<file path="src/rtl/spi_burst_pkg.sv">
// Shared types and constants for the SPI burst engine: FSM states, register map, status layout.
package spi_burst_pkg;

    typedef enum logic [2:0] {
        S_IDLE,
        S_SETUP,
        S_ISSUE,
        S_WAIT,
        S_HOLD
    } state_t;

    localparam logic [2:0] REG_STATUS = 3'd0;
    localparam logic [2:0] REG_TX     = 3'd1;
    localparam logic [2:0] REG_RX     = 3'd2;
    localparam logic [2:0] REG_CMD    = 3'd3;
    localparam logic [2:0] REG_CLR    = 3'd4;

    localparam int ST_BUSY_BIT    = 0;
    localparam int ST_TXFULL_BIT  = 1;
    localparam int ST_TXEMPTY_BIT = 2;
    localparam int ST_RXFULL_BIT  = 3;
    localparam int ST_RXEMPTY_BIT = 4;
    localparam int ST_OVF_BIT     = 5;
    localparam int ST_DONE_BIT    = 6;
    localparam int ST_REM_LSB     = 8;
    localparam int ST_TXCNT_LSB   = 16;
    localparam int ST_RXCNT_LSB   = 24;

    localparam logic [7:0] FILL_BYTE = 8'hFF;

endpackage

</file>
<file path="src/rtl/spi_burst_engine_fifo.sv">
// Synchronous FIFO with combinational head; push/pop take effect on the next edge.
// Push while full is dropped (even with a simultaneous pop); pop while empty is ignored.
module sync_fifo #(
    parameter int DW = 8,
    parameter int AW = 4
) (
    input  logic          clk,
    input  logic          reset,
    input  logic          i_flush,
    input  logic          i_push,
    input  logic [DW-1:0] i_push_dat,
    input  logic          i_pop,
    output logic [DW-1:0] o_head,
    output logic          o_full,
    output logic          o_empty,
    output logic [AW:0]   o_count
);
    localparam int DEPTH = 1 << AW;
    localparam logic [AW:0] FULL_CNT = (AW+1)'(DEPTH);

    logic [DW-1:0] r_mem [DEPTH];
    logic [AW-1:0] r_wr_ptr;
    logic [AW-1:0] r_rd_ptr;
    logic [AW:0]   r_count;
    logic          w_push_ok;
    logic          w_pop_ok;

    assign o_full    = (r_count == FULL_CNT);
    assign o_empty   = (r_count == '0);
    assign o_count   = r_count;
    assign o_head    = r_mem[r_rd_ptr];
    assign w_push_ok = i_push && !o_full;
    assign w_pop_ok  = i_pop && !o_empty;

    always_ff @(posedge clk) begin
        if (w_push_ok && !i_flush)
            r_mem[r_wr_ptr] <= i_push_dat;
    end

    always_ff @(posedge clk or posedge reset) begin
        if (reset) begin
            r_wr_ptr <= '0;
            r_rd_ptr <= '0;
            r_count  <= '0;
        end else if (i_flush) begin
            r_wr_ptr <= '0;
            r_rd_ptr <= '0;
            r_count  <= '0;
        end else begin
            if (w_push_ok) r_wr_ptr <= r_wr_ptr + AW'(1);
            if (w_pop_ok)  r_rd_ptr <= r_rd_ptr + AW'(1);
            if (w_push_ok && !w_pop_ok)      r_count <= r_count + (AW+1)'(1);
            else if (w_pop_ok && !w_push_ok) r_count <= r_count - (AW+1)'(1);
        end
    end

endmodule

</file>
<file path="src/rtl/spi_burst_engine.sv">
// Sequences multi-byte SPI bursts from a TX FIFO into the byte-level SPI controller, RX bytes into an RX FIFO.
// Start issued 2 cycles after the command at earliest; stalls on spi_ready; optional irq with SPI_BURST_IRQ_EN.
module spi_burst_engine
    import spi_burst_pkg::*;
#(
    parameter int S      = 2,
    parameter int FIFO_W = 4
) (
    input  logic          clk,
    input  logic          reset,
    input  logic          i_cs,
    input  logic          i_read,
    input  logic          i_write,
    input  logic [4:0]    i_addr,
    input  logic [31:0]   i_wr_data,
    output logic [31:0]   o_rd_data,
    output logic [7:0]    o_spi_din,
    output logic          o_spi_start,
    input  logic [7:0]    i_spi_dout,
    input  logic          i_spi_done_tick,
    input  logic          i_spi_ready,
    output logic [S-1:0]  o_spi_ss_n,
    output logic          o_irq
);
    state_t          r_state, w_next;
    logic [8:0]      r_remaining;
    logic            r_keep, r_ovf, r_done;
    logic [S-1:0]    r_ss_n, w_ss_sel_n;
    logic            w_wr, w_rd, w_cmd_acc, w_clr, w_flush;
    logic            w_tx_push, w_tx_pop, w_rx_push, w_rx_pop, w_byte_done;
    logic [7:0]      w_tx_head, w_rx_head;
    logic            w_tx_full, w_tx_empty, w_rx_full, w_rx_empty;
    logic [FIFO_W:0] w_tx_count, w_rx_count;
    logic [31:0]     w_status;
    logic            w_unused;

    assign w_wr      = i_cs && i_write;
    assign w_rd      = i_cs && i_read;
    assign w_cmd_acc = w_wr && (i_addr[2:0] == REG_CMD) && (r_state == S_IDLE);
    assign w_clr     = w_wr && (i_addr[2:0] == REG_CLR) && i_wr_data[0];
    assign w_flush   = w_wr && (i_addr[2:0] == REG_CLR) && i_wr_data[1] && (r_state == S_IDLE);
    assign w_tx_push = w_wr && (i_addr[2:0] == REG_TX);
    assign w_rx_pop  = w_rd && (i_addr[2:0] == REG_RX);
    assign w_rx_push = w_byte_done && r_keep;
    assign w_unused  = &{1'b0, i_addr[4:3], i_wr_data[31:17]};
    assign o_spi_ss_n = r_ss_n;

    sync_fifo #(.DW(8), .AW(FIFO_W)) u_tx_fifo (
        .clk(clk), .reset(reset), .i_flush(w_flush),
        .i_push(w_tx_push), .i_push_dat(i_wr_data[7:0]), .i_pop(w_tx_pop),
        .o_head(w_tx_head), .o_full(w_tx_full), .o_empty(w_tx_empty), .o_count(w_tx_count)
    );

    sync_fifo #(.DW(8), .AW(FIFO_W)) u_rx_fifo (
        .clk(clk), .reset(reset), .i_flush(w_flush),
        .i_push(w_rx_push), .i_push_dat(i_spi_dout), .i_pop(w_rx_pop),
        .o_head(w_rx_head), .o_full(w_rx_full), .o_empty(w_rx_empty), .o_count(w_rx_count)
    );

    always_ff @(posedge clk or posedge reset) begin
        if (reset) r_state <= S_IDLE;
        else       r_state <= w_next;
    end

    always_comb begin
        w_next      = r_state;
        o_spi_start = 1'b0;
        o_spi_din   = 8'h00;
        w_tx_pop    = 1'b0;
        w_byte_done = 1'b0;
        unique case (r_state)
            S_IDLE:  if (w_cmd_acc) w_next = S_SETUP;
            S_SETUP: w_next = S_ISSUE;
            S_ISSUE: if (i_spi_ready) begin
                // An empty TX never stalls the burst; the fill byte goes out instead.
                o_spi_start = 1'b1;
                o_spi_din   = w_tx_empty ? FILL_BYTE : w_tx_head;
                w_tx_pop    = !w_tx_empty;
                w_next      = S_WAIT;
            end
            S_WAIT:  if (i_spi_done_tick) begin
                w_byte_done = 1'b1;
                w_next      = (r_remaining == 9'd1) ? S_HOLD : S_ISSUE;
            end
            S_HOLD:  w_next = S_IDLE;
            default: w_next = S_IDLE;
        endcase
    end

    // Out-of-range slave index leaves every select deasserted.
    always_comb begin
        w_ss_sel_n = '1;
        for (int i = 0; i < S; i++)
            w_ss_sel_n[i] = (i_wr_data[15:8] != 8'(i));
    end

    always_ff @(posedge clk or posedge reset) begin
        if (reset) begin
            r_remaining <= '0;
            r_keep      <= 1'b0;
            r_ovf       <= 1'b0;
            r_done      <= 1'b0;
            r_ss_n      <= '1;
        end else begin
            if (w_cmd_acc) begin
                r_remaining <= (i_wr_data[7:0] == 8'd0) ? 9'd256 : {1'b0, i_wr_data[7:0]};
                r_keep      <= i_wr_data[16];
                r_ss_n      <= w_ss_sel_n;
            end else if (w_byte_done) begin
                r_remaining <= r_remaining - 9'd1;
            end
            if (r_state == S_HOLD) begin
                r_ss_n <= '1;
                r_done <= 1'b1;
            end else if (w_clr) begin
                r_done <= 1'b0;
            end
            if (w_rx_push && w_rx_full) r_ovf <= 1'b1;
            else if (w_clr)             r_ovf <= 1'b0;
        end
    end

`ifdef SPI_BURST_IRQ_EN
    logic r_irq, r_irq_mask;

    always_ff @(posedge clk or posedge reset) begin
        if (reset) begin
            r_irq      <= 1'b0;
            r_irq_mask <= 1'b0;
        end else begin
            if (w_cmd_acc) r_irq_mask <= i_wr_data[17];
            if (r_state == S_HOLD && !r_irq_mask) r_irq <= 1'b1;
            else if (w_clr)                       r_irq <= 1'b0;
        end
    end

    assign o_irq = r_irq;
`else
    assign o_irq = 1'b0;
`endif

    always_comb begin
        w_status                              = '0;
        w_status[ST_BUSY_BIT]                 = (r_state != S_IDLE);
        w_status[ST_TXFULL_BIT]               = w_tx_full;
        w_status[ST_TXEMPTY_BIT]              = w_tx_empty;
        w_status[ST_RXFULL_BIT]               = w_rx_full;
        w_status[ST_RXEMPTY_BIT]              = w_rx_empty;
        w_status[ST_OVF_BIT]                  = r_ovf;
        w_status[ST_DONE_BIT]                 = r_done;
        w_status[ST_REM_LSB +: 8]             = r_remaining[7:0];
        w_status[ST_TXCNT_LSB +: FIFO_W+1]    = w_tx_count;
        w_status[ST_RXCNT_LSB +: FIFO_W+1]    = w_rx_count;
        o_rd_data = '0;
        case (i_addr[2:0])
            REG_STATUS: o_rd_data = w_status;
            REG_RX:     o_rd_data = w_rx_empty ? 32'h0000_0100 : {24'h0, w_rx_head};
            default:    o_rd_data = '0;
        endcase
    end

endmodule

</file>
<file path="config.mk">
export PLATFORM = sky130hd
export DESIGN_NAME = spi_burst_engine
export DESIGN_NICKNAME = d
export VERILOG_FILES = /design/src/rtl/spi_burst_pkg.sv /design/src/rtl/spi_burst_engine_fifo.sv /design/src/rtl/spi_burst_engine.sv
export SDC_FILE = /design/constraint.sdc
export NUM_CORES = 1
export LEC_CHECK = 0
export CORE_MARGIN = 8
export CORE_UTILIZATION = 45
export CTS_BUF_LIST = sky130_fd_sc_hd__clkbuf_4
export DETAILED_ROUTE_END_ITERATION = 10
export DONT_BUFFER_PORTS = 1
export PLACE_DENSITY = 0.7
export SYNTH_ARGS = -nofsm -noshare
export SYNTH_HDL_FRONTEND = slang
export SYNTH_HIERARCHICAL = 1
export SYNTH_SLANG_ARGS = --single-unit
</file>
<file path="constraint.sdc">
create_clock -name clk -period 8.63 [get_ports clk]
set_input_delay 1.2945 -clock clk [delete_from_list [all_inputs] [get_ports clk]]
set_output_delay 1.2945 -clock clk [all_outputs]
set_load 0.02 [all_outputs]
</file>
After elaboration in Yosys (flattened, before gate mapping)
Memory sizes are Yosys's and may differ from the RTL's.
Cells that the tools add are included.
{"block": "op_classes", "reduce_logical": 49, "mux": 42, "n_eq_ne": 15, "n_addsub": 9}
{"operator": "one-hot mux 29 bit (2 select lines)", "count": 1}
{"operator": "2-to-1 mux 9 bit", "count": 4}
{"operator": "2-to-1 mux 4 bit", "count": 8}
{"operator": "2-to-1 mux 5 bit", "count": 6}
{"operator": "2-to-1 mux 8 bit", "count": 3}
{"operator": "logical AND 1 bit", "count": 22}
{"operator": "adder 4 x 1 -> 4 bit, second input constant", "count": 4}
{"operator": "nonzero test 2 bit", "count": 8}
{"operator": "2-to-1 mux 1 bit", "count": 13}
{"operator": "== test 3 x 2 -> 1 bit, second input constant", "count": 4}
{"operator": "2-to-1 mux 3 bit", "count": 4}
{"operator": "one-hot mux 3 bit (4 select lines)", "count": 1}
{"operator": "adder 5 x 1 -> 5 bit, second input constant", "count": 2}
{"operator": "== test 5 bit, second input constant", "count": 2}
{"operator": "zero test 5 bit", "count": 2}
{"operator": "subtractor 5 x 1 -> 5 bit, second input constant", "count": 2}
{"operator": "== test 9 x 1 -> 1 bit, second input constant", "count": 1}
{"operator": "zero test 1 bit", "count": 9}
{"operator": "nonzero test 3 bit", "count": 3}
{"operator": "subtractor 9 x 1 -> 9 bit, second input constant", "count": 1}
{"operator": "zero test 8 bit", "count": 1}
{"operator": "!= test 8 x 1 -> 1 bit, second input constant", "count": 1}
{"operator": "nonzero test 8 bit", "count": 1}
{"operator": "== test 3 x 1 -> 1 bit, second input constant", "count": 2}
{"operator": "other kinds (5)", "count": 10}
{"block": "totals", "input_bits": 52, "ram_bits": 256, "regBits": 43, "memories": 2}
{"memory": "u_rx_fifo.r_mem", "depth": 16, "word_bits": 8, "read_ports": 1, "rd_clocked_by_memory_dff": 0, "write_ports": 1, "line_no": "spi_burst_engine_fifo.sv:21", "text": "logic [DW-1:0] r_mem [DEPTH];"}
{"memory": "u_tx_fifo.r_mem", "depth": 16, "word_bits": 8, "read_ports": 1, "rd_clocked_by_memory_dff": 0, "write_ports": 1, "line_no": "spi_burst_engine_fifo.sv:21"}

Logic depth before layout (Yosys ltp)
{"block": "logic_depth", "depth_word": 9, "mapped_depth": 13, "depth_no_buf": 10}

Cells and area by module
Netlist, hierarchy kept.
{"mod": "sync_fifo (u_tx_fifo)", "area_per_inst_um2": 5992.0, "instances": 1, "cells_each": 300}
{"mod": "sync_fifo (u_rx_fifo)", "area_per_inst_um2": 5990.7, "instances": 1, "cells_each": 302}
{"mod": "spi_burst_engine", "area_per_inst_um2": 1355.0, "instances": 1, "cells_each": 162}

Least setup slack after synthesis
Ideal clock, no wire load.
{"block": "synth_path", "path_kind": "in2reg", "start": "input i_addr[2]", "end": "register u_tx_fifo.r_count[4], in the netlist u_tx_fifo/o_count[4]", "cell_stages": 11, "arrival_ns": 3.812, "t_required_ns": 8.548, "path_buffers": 2, "slack_ns": 4.736, "path_cell_list": "buf_2 -> and4b_1 -> nor2b_1 -> buf_4 -> a21boi_1 -> nand2_1 -> fa_1 -> a21o_1 -> a2111oi_0 -> o21ai_0 -> a31oi_1"}
{"block": "synth_between", "elab_chain_cells": 6, "elab_cells_between_ends": 13}
{"item": "from (decl)", "line_no": "spi_burst_engine.sv:14", "text": "input logic [4:0] i_addr,"}
{"item": "== test 3 x 1 -> 1 bit (*)", "line_no": "spi_burst_engine.sv:42", "text": "assign w_tx_push = w_wr && (i_addr[2:0] == REG_TX);"}
{"item": "logical AND 1 bit (*)", "line_no": "spi_burst_engine.sv:42"}
{"item": "net w_tx_push", "line_no": "spi_burst_engine.sv:30", "text": "logic w_tx_push, w_tx_pop, w_rx_push, w_rx_pop, w_byte_done;"}
{"item": "logical AND 1 bit (*)", "line_no": "spi_burst_engine_fifo.sv:32", "text": "assign w_push_ok = i_push && !o_full;"}
{"item": "logical AND 1 bit or zero test 1 bit (tied branches)", "line_no": "spi_burst_engine_fifo.sv:52, spi_burst_engine_fifo.sv:53"}
{"item": "2-to-1 mux 5 bit or logical AND 1 bit (tied branches)", "line_no": "spi_burst_engine_fifo.sv:52, spi_burst_engine_fifo.sv:53"}
{"item": "2-to-1 mux 5 bit or nonzero test 3 bit (tied branches)"}
{"item": "to (signal assigned)", "line_no": "spi_burst_engine_fifo.sv:52", "text": "if (w_push_ok && !w_pop_ok) r_count <= r_count + (AW+1)'(1);"}
{"item": "to (signal assigned)", "line_no": "spi_burst_engine_fifo.sv:53", "text": "else if (w_pop_ok && !w_push_ok) r_count <= r_count - (AW+1)'(1);"}
{"item": "to (decl)", "line_no": "spi_burst_engine_fifo.sv:24", "text": "logic [AW:0] r_count;"}
The timed path passes the listed nets; every way through them passes the cells marked *.
A chain may end at the register's enable or synchronous reset.

Final worst setup path
{"block": "layout_path", "start": "register u_rx_fifo.r_rd_ptr[0]", "end": "output o_rd_data[4]"}
{"block": "layout_between", "elab_chain_cells": 3}
{"item": "from (decl)", "line_no": "spi_burst_engine_fifo.sv:23", "text": "logic [AW-1:0] r_rd_ptr;"}
{"item": "from (signal assigned)", "line_no": "spi_burst_engine_fifo.sv:51", "text": "if (w_pop_ok) r_rd_ptr <= r_rd_ptr + AW'(1);"}
{"item": "memory read (16 x 8 bit)"}
{"item": "net w_rx_head[4]", "line_no": "spi_burst_engine.sv:31", "text": "logic [7:0] w_tx_head, w_rx_head;"}
{"item": "2-to-1 mux 9 bit", "line_no": "spi_burst_engine.sv:157", "text": "REG_RX: o_rd_data = w_rx_empty ? 32'h0000_0100 : {24'h0, w_rx_head};"}
{"item": "one-hot mux 29 bit (2 select lines)", "line_no": "spi_burst_engine.sv:155", "text": "case (i_addr[2:0])"}
{"item": "to (decl)", "line_no": "spi_burst_engine.sv:16", "text": "output logic [31:0] o_rd_data,"}
The timed path passes the listed nets, and every way through them passes these cells.

==> results_dict.tcl <==
set metrics [dict create \
    cts_hold_buf 0 \
    crit_family "multiplexers" \
    cp.buffers_inverters 0 \
    fin_nets 883 \
    cts_tree "done" \
    drt_iter0_markers 476 \
    cts_num_sinks 299 \
    cts_root_buf "clkbuf_4" \
    slew_violations 0 \
    criticalPathCategory "register to output pin" \
    fp.coreArea_mm2 0.0294 \
    wl_per_cell_um 21.4 \
    grt.overflow.total 0 \
    power_density_mw_per_mm2 271 \
    cts.htree.levels 3 \
    stdcell_count 1263 \
    ys_ff_latch 299 \
    required_ps 7340 \
    cp_cell_sequence "mux4_1 > mux4_2 > nor2b_1 > mux2i_1 > nor3_1" \
    ys_async_sr_fraction_pct 14.4 \
    worstMarginPinSlew_ps 1090 \
    period_needed_ps 4670 \
    initial_core_util_pct 45.4 \
    cp_max_fo 35 \
    clk_pin_slew_ps 70 \
    row_count 63 \
    layout-drive-gt1-share_pct 21.0 \
    rsz0062_at_grt "false" \
    p_leak_nw 5.06 \
    numCtsBuffers 78 \
    areaGrowthSynthToFinish_pct 9.76 \
    dpl.hpwl_um 17900 \
    vias_per_cell 5.62 \
    clockBufferDepth 3 \
    slew_headroom_pct 27.0 \
    ioPinCount 96 \
    dr_total_vias 7099 \
    syn_area_per_cell_um2 17.5 \
    critPathMaxStageDelay_ps 1010 \
    setup_viol 0 \
    grt_max_degree 36 \
    grt_use_total_pct 15.1 \
    antenna_found_initial 3 \
    drc 0 \
    synth_edf_count 256 \
    slowest_stage "dfrtp_2" \
    yosysWarnings 6 \
    ir_drop_mv 0.145 \
    placedCellCount 1119 \
    fin_tns_setup_ps 0 \
    netlist_area_mm2 0.0133 \
    worstSkewPairLatency_ps 700 \
    port_buffers 0 \
    fin_crit_sh_pct 54.1 \
    min_path_type "register to register" \
    outcome "complete, no violations" \
    fp.dieW_um 188 \
    max_freq_mhz 214 \
    crit_arrival_ps 3370 \
    routed_wl_um 27000 \
    grt_pass1_vias 7159 \
    final_cell_mix "edfxtp_1 (256), clkbuf_4 (123), mux4_1 (58), nor2_1 (56), dfrtp_1 (39)" \
    die_area_mm2 0.0354 \
    start_kind "register" \
    skew_ps 49.0 \
    grt_first_pass_wirelength_um 41300 \
    syn_inst 764 \
    hold_viol 0 \
    ys_types 66 \
    gp_congestion 0.828 \
    ys_seq_area_share_pct 65.7 \
    layout_commonest_cell "edfxtp_1" \
    die_h_um 188 \
    drv_cap 0 \
    cts_resized 0 \
    ant_nets 0 \
    dr.pass1.iters 5 \
    postCtsSetupBuffers 0 \
    synth_ff_type "edfxtp_1" \
    cp-end-kind "output pin" \
    total_power_mw 3.97 \
]
-- final timing paths --
path                                  startpoint                     to  slack (ps)  depth (start not counted)
hold / removal                            r_keep                 r_keep         500                          2
setup reg to reg            u_tx_fifo/o_count[0]   u_tx_fifo/o_count[4]        4250                         10
min in group asynchronous                  reset  u_tx_fifo/r_wr_ptr[3]         530                          1
setup / recovery           u_rx_fifo/r_rd_ptr[0]           o_rd_data[4]        3960                          5
max in group asynchronous                  reset         r_remaining[4]        7530                          1
hold reg to reg                           r_keep                 r_keep         500                          2
-- Yosys cell counts, types with 4 or more instances --
cell type	number	area share [%]
edfxtp_1	256	58
mux4_1	58	11
ha_1	20	1.9
a211oi_1	5	0.28
buf_4	10	0.56
buf_6	8	0.68
a22o_1	7	0.46
mux2_1	4	0.34
nor2b_1	10	0.47
inv_1	19	0.53
nand3_1	15	0.56
and2_1	19	0.89
o21a_1	8	0.45
nor2_1	56	1.6
buf_2	6	0.23
clkbuf_1	18	0.51
nor4_1	5	0.23
mux2i_1	7	0.53
xor2_1	6	0.39
dfrtp_1	41	7.7
nand2_1	31	0.87
xnor2_1	7	0.46
a21oi_1	15	0.56
o211ai_1	7	0.39
nand2b_1	7	0.33
mux4_2	22	3.7
and3_1	6	0.28
o21ai_0	9	0.34
a21o_1	4	0.23
nor3_1	13	0.49
-- state kept, by name (all words and copies together) (netlist names), 2 cells and up --
signal / flops
u_tx_fifo/r_rd_ptr: 4
r_remaining: 9
o_spi_ss_n: 2
u_rx_fifo/r_rd_ptr: 4
r_state: 3
u_rx_fifo/r_wr_ptr: 4
u_tx_fifo/r_wr_ptr: 4
u_tx_fifo/o_count: 5
u_tx_fifo/r_mem: 128
u_rx_fifo/o_count: 5
u_rx_fifo/r_mem: 128
-- logic make-up after synthesis --
group	count (synthesis)	synth area share (%)
flip-flops	299	65.7
AND/OR/NAND/NOR	187	7.47
multiplexers	93	16.2
AO/OA/AOI/OAI	81	4.63
buffers and inverters	68	2.89
adder cells (fa/ha/maj)	22	2.18
XOR/XNOR	13	0.854
other	1	0.0281
-- metrics by stage --
| step | setup WS (ps) | utilization (%) | hold slack (ps) | instance area [um^2] |
|---|---|---|---|---|
| finish | 3960 | 49.8 | 496 | 14600 |
| global route | 3810 | 49.8 | 504 | 14600 |
| CTS | 3870 | 49.8 | 492 | 14600 |
| detailed placement | 3990 | 46.3 | 475 | 13600 |
| global placement | 4010 | 46.3 | 462 | 13600 |
| floorplan | 4740 | - | 430 | 13400 |
-- routing by layer --
metal | GRT usage [%] | vias up | routed length [um]
met1 | 17.9 | 3602 | 10600
met2 | 25.3 | 227 | 13700
met3 | 4.44 | 55 | 1820
met5 | 0 | - | 27
met4 | 6.70 | 4 | 736
li1 | - | 3211 | -
-- where the power goes --
| group | leakage (nW) | switching [mW] | internal [mW] |
|---|---|---|---|
| Sequential | 2.84 | 0.218 | 1.64 |
| Clock | 0.609 | 0.561 | 0.653 |
| Combinational | 1.61 | 0.407 | 0.490 |
| Total | 5.06 | 1.19 | 2.78 |
-- area by class of cell --
cell class | count | area, um^2
fill | 2421 | 14800
multi-input combinational | 403 | 4220
inverter | 19 | 71.3
clock buffer | 123 | 923
sequential | 299 | 8770
antenna | 3 | 7.51
timing repair buffer | 8 | 60.1
tap | 390 | 488
clock inverter | 18 | 100
-- worst min-delay path, stage by stage, from the launching register on --
cell     delay (ps)
dfrtp_1         350
nand2_1          60
nand2_1          50
(Power assumes the default switching activity.)
==> RTL edit, RTL diff (same settings) <==
The option `SPI_BURST_IRQ_EN` is turned on by a define.
--- a/src/rtl/spi_burst_engine.sv
+++ b/src/rtl/spi_burst_engine.sv
@@ -1,5 +1,7 @@
 // Sequences multi-byte SPI bursts from a TX FIFO into the byte-level SPI controller, RX bytes into an RX FIFO.
 // Start issued 2 cycles after the command at earliest; stalls on spi_ready; optional irq with SPI_BURST_IRQ_EN.
+`define SPI_BURST_IRQ_EN
+
 module spi_burst_engine
     import spi_burst_pkg::*;
 #(
Function: changed (a bounded check fails within 10 cycles, from zero or initial values and one cycle with reset high).
==> RTL edit against the unedited design <==
  * Routed wire length is 5.7% higher
  * Die area grew 0.41%
  * Core utilization up 0.18 points
  * Power rose by 1.0%
  * First-iteration DRC count is 3.8% higher
  * Worst setup slack improved by 0.0046 ns
  * Via count increased by 1.2%
  * Final area up 0.62%
  * Synthesized area rose by 0.45%
  * Final cell count rose by 0.55%
  * Sequential cell count is 2 higher
  * Non-clock buffer count unchanged
  * Critical path type unchanged
  * Critical endpoint unchanged
  * Largest cell class unchanged
  * Highest routed layer unchanged
==> RTL edit: results <==
metrics = {
    "run_status": {
        "status": "finished, final reports clean",
    },
    "route": {
        "via_per_inst": 5.66,
        "drt-initial-drc-count": 494,
        "drtPass1Iterations": 7,
        "wl_per_cell_um": 22.5,
    },
    "clock_network": {
        "htree_levels": 3,
        "cts_resized": 0,
        "clkLatencyLatePin_ns": 0.68,
        "cts_buffers": 79,
        "cts-root-buf": "clkbuf_4",
        "clkSlewWorstSetupHoldPaths_ns": 0.06,
        "cts_buffer_depth": 3,
    },
    "synthesis": {
        "synth_top_area_share_pct": 57.4,
        "synth_common_cells": "edfxtp_1, mux4_1, nor2_1, dfrtp_1, nand2_1",
        "synth_xor_area_share_pct": 0.915,
        "yosys-top-cells-area": "edfxtp_1, mux4_1, dfrtp_1",
        "yosysWarnings": 6,
        "synth_cell_type_count": 64,
        "synth_fa_ha_area_share_pct": 2.17,
        "synth_ff_type": "edfxtp_1",
        "synth_seq_area_share_pct": 65.8,
        "synth_compound_area_share_pct": 4.59,
        "synth-async-reset-ratio_pct": 15.0,
        "synth.area.mux_share_pct": 16.1,
    },
    "placed_design": {
        "gp_congestion": 0.794,
        "dp_hpwl_um": 18800,
        "io_buffers": 0,
    },
    "worst_setup_path": {
        "cpPeakStageDelay_ns": 1.04,
        "slowest_stage": "dfrtp_2",
        "cp_max_fo": 35,
        "critical_path_arrival_ns": 3.37,
    },
    "global_routing": {
        "first_global_vias": 7341,
        "grt_max_degree": 40,
        "grt_pass1_wl_um": 43800,
        "globalRouteTotalUtil_pct": 16.0,
        "antenna_found_initial": 2,
    },
    "layout": {
        "layout-drive-gt1-share_pct": 20.4,
        "syn_to_final_growth_pct": 9.95,
        "nets": 887,
        "top_regs": "u_rx_fifo/r_mem (128), u_tx_fifo/r_mem (128), r_remaining (9)",
    },
    "power": {
        "p_leak_nw": 5.08,
        "ir_worst_vdd_mv": 0.214,
    },
    "worst_hold_path": {
        "min_path_type": "reg2reg",
    },
    "sta": {
        "skew_ns": 0.0335,
        "slew_headroom_pct": 25.7,
    },
}
==> RTL edit: cell count changes in the layout (fill, tap and decap cells not counted), sizes merged, moves of 3 or more <==
cell    change
clkbuf     -13
nor3        -4
nand3       +5
nand2       +3
clkinv     +17
==> RTL edit: where the power goes <==
group | leakage (nW) | switching [mW] | internal (mW)
combinational | 1.61 | 0.383 | 0.487
sequential | 2.86 | 0.249 | 1.65
clock | 0.612 | 0.578 | 0.659
total | 5.08 | 1.21 | 2.80
==> RTL edit: per-stage QoR <==
stage	worst slack [ns]	hold WS [ns]	area (um2)	utilization, %	cells
floorplan	4.69	0.430	13400	-	771
global placement	4.00	0.468	13700	46.4	1122
detailed placement	4.02	0.466	13700	46.4	1122
CTS	3.90	0.479	14700	50.0	1269
global route	3.80	0.510	14700	50.0	1270
finish	3.97	0.483	14700	50.0	1270
==> RTL edit: final cells by class <==
cell class / count / area [um2]
multi-input cells: 405 / 4240
well taps: 390 / 488
inverters: 18 / 67.6
clock buffers: 109 / 818
clock inverters: 38 / 230
repair buffers: 8 / 60.1
diodes: 1 / 2.50
flip-flops and latches: 301 / 8820
fillers: 2454 / 14800
==> RTL edit: logic make-up after synthesis <==
group / Yosys count
flops: 301
simple gates: 190
mux: 92
compound gates: 81
buf+inv: 65
fa+ha+maj: 22
xor+xnor: 14
other cells: 1
==> RTL edit: routing by layer <==
layer / share of wire (%) / track usage, %
met4: 1.9 / 5.74
met5: 0.046 / 0
met2: 51 / 26.5
met3: 8.7 / 6.36
met1: 39 / 18.7
==> RTL edit: worst min-delay path, delay by kind of cell (launching register included) <==
kind / cells / cell delay, ns
flops: 1 / 0.35
simple gates: 2 / 0.10
==> RTL edit: final timing paths <==
kind	startpoint	end	slack, ns	depth (start not counted)
max reg2reg	u_tx_fifo/o_count[0]	u_tx_fifo/o_count[4]	4.24	10
min in group asynchronous	reset	u_rx_fifo/r_wr_ptr[2]	0.54	1
min reg2reg	r_keep	r_keep	0.48	2
max in group asynchronous	reset	r_remaining[8]	7.36	1
min	r_keep	r_keep	0.48	2
max	u_rx_fifo/r_rd_ptr[0]	o_rd_data[4]	3.97	5
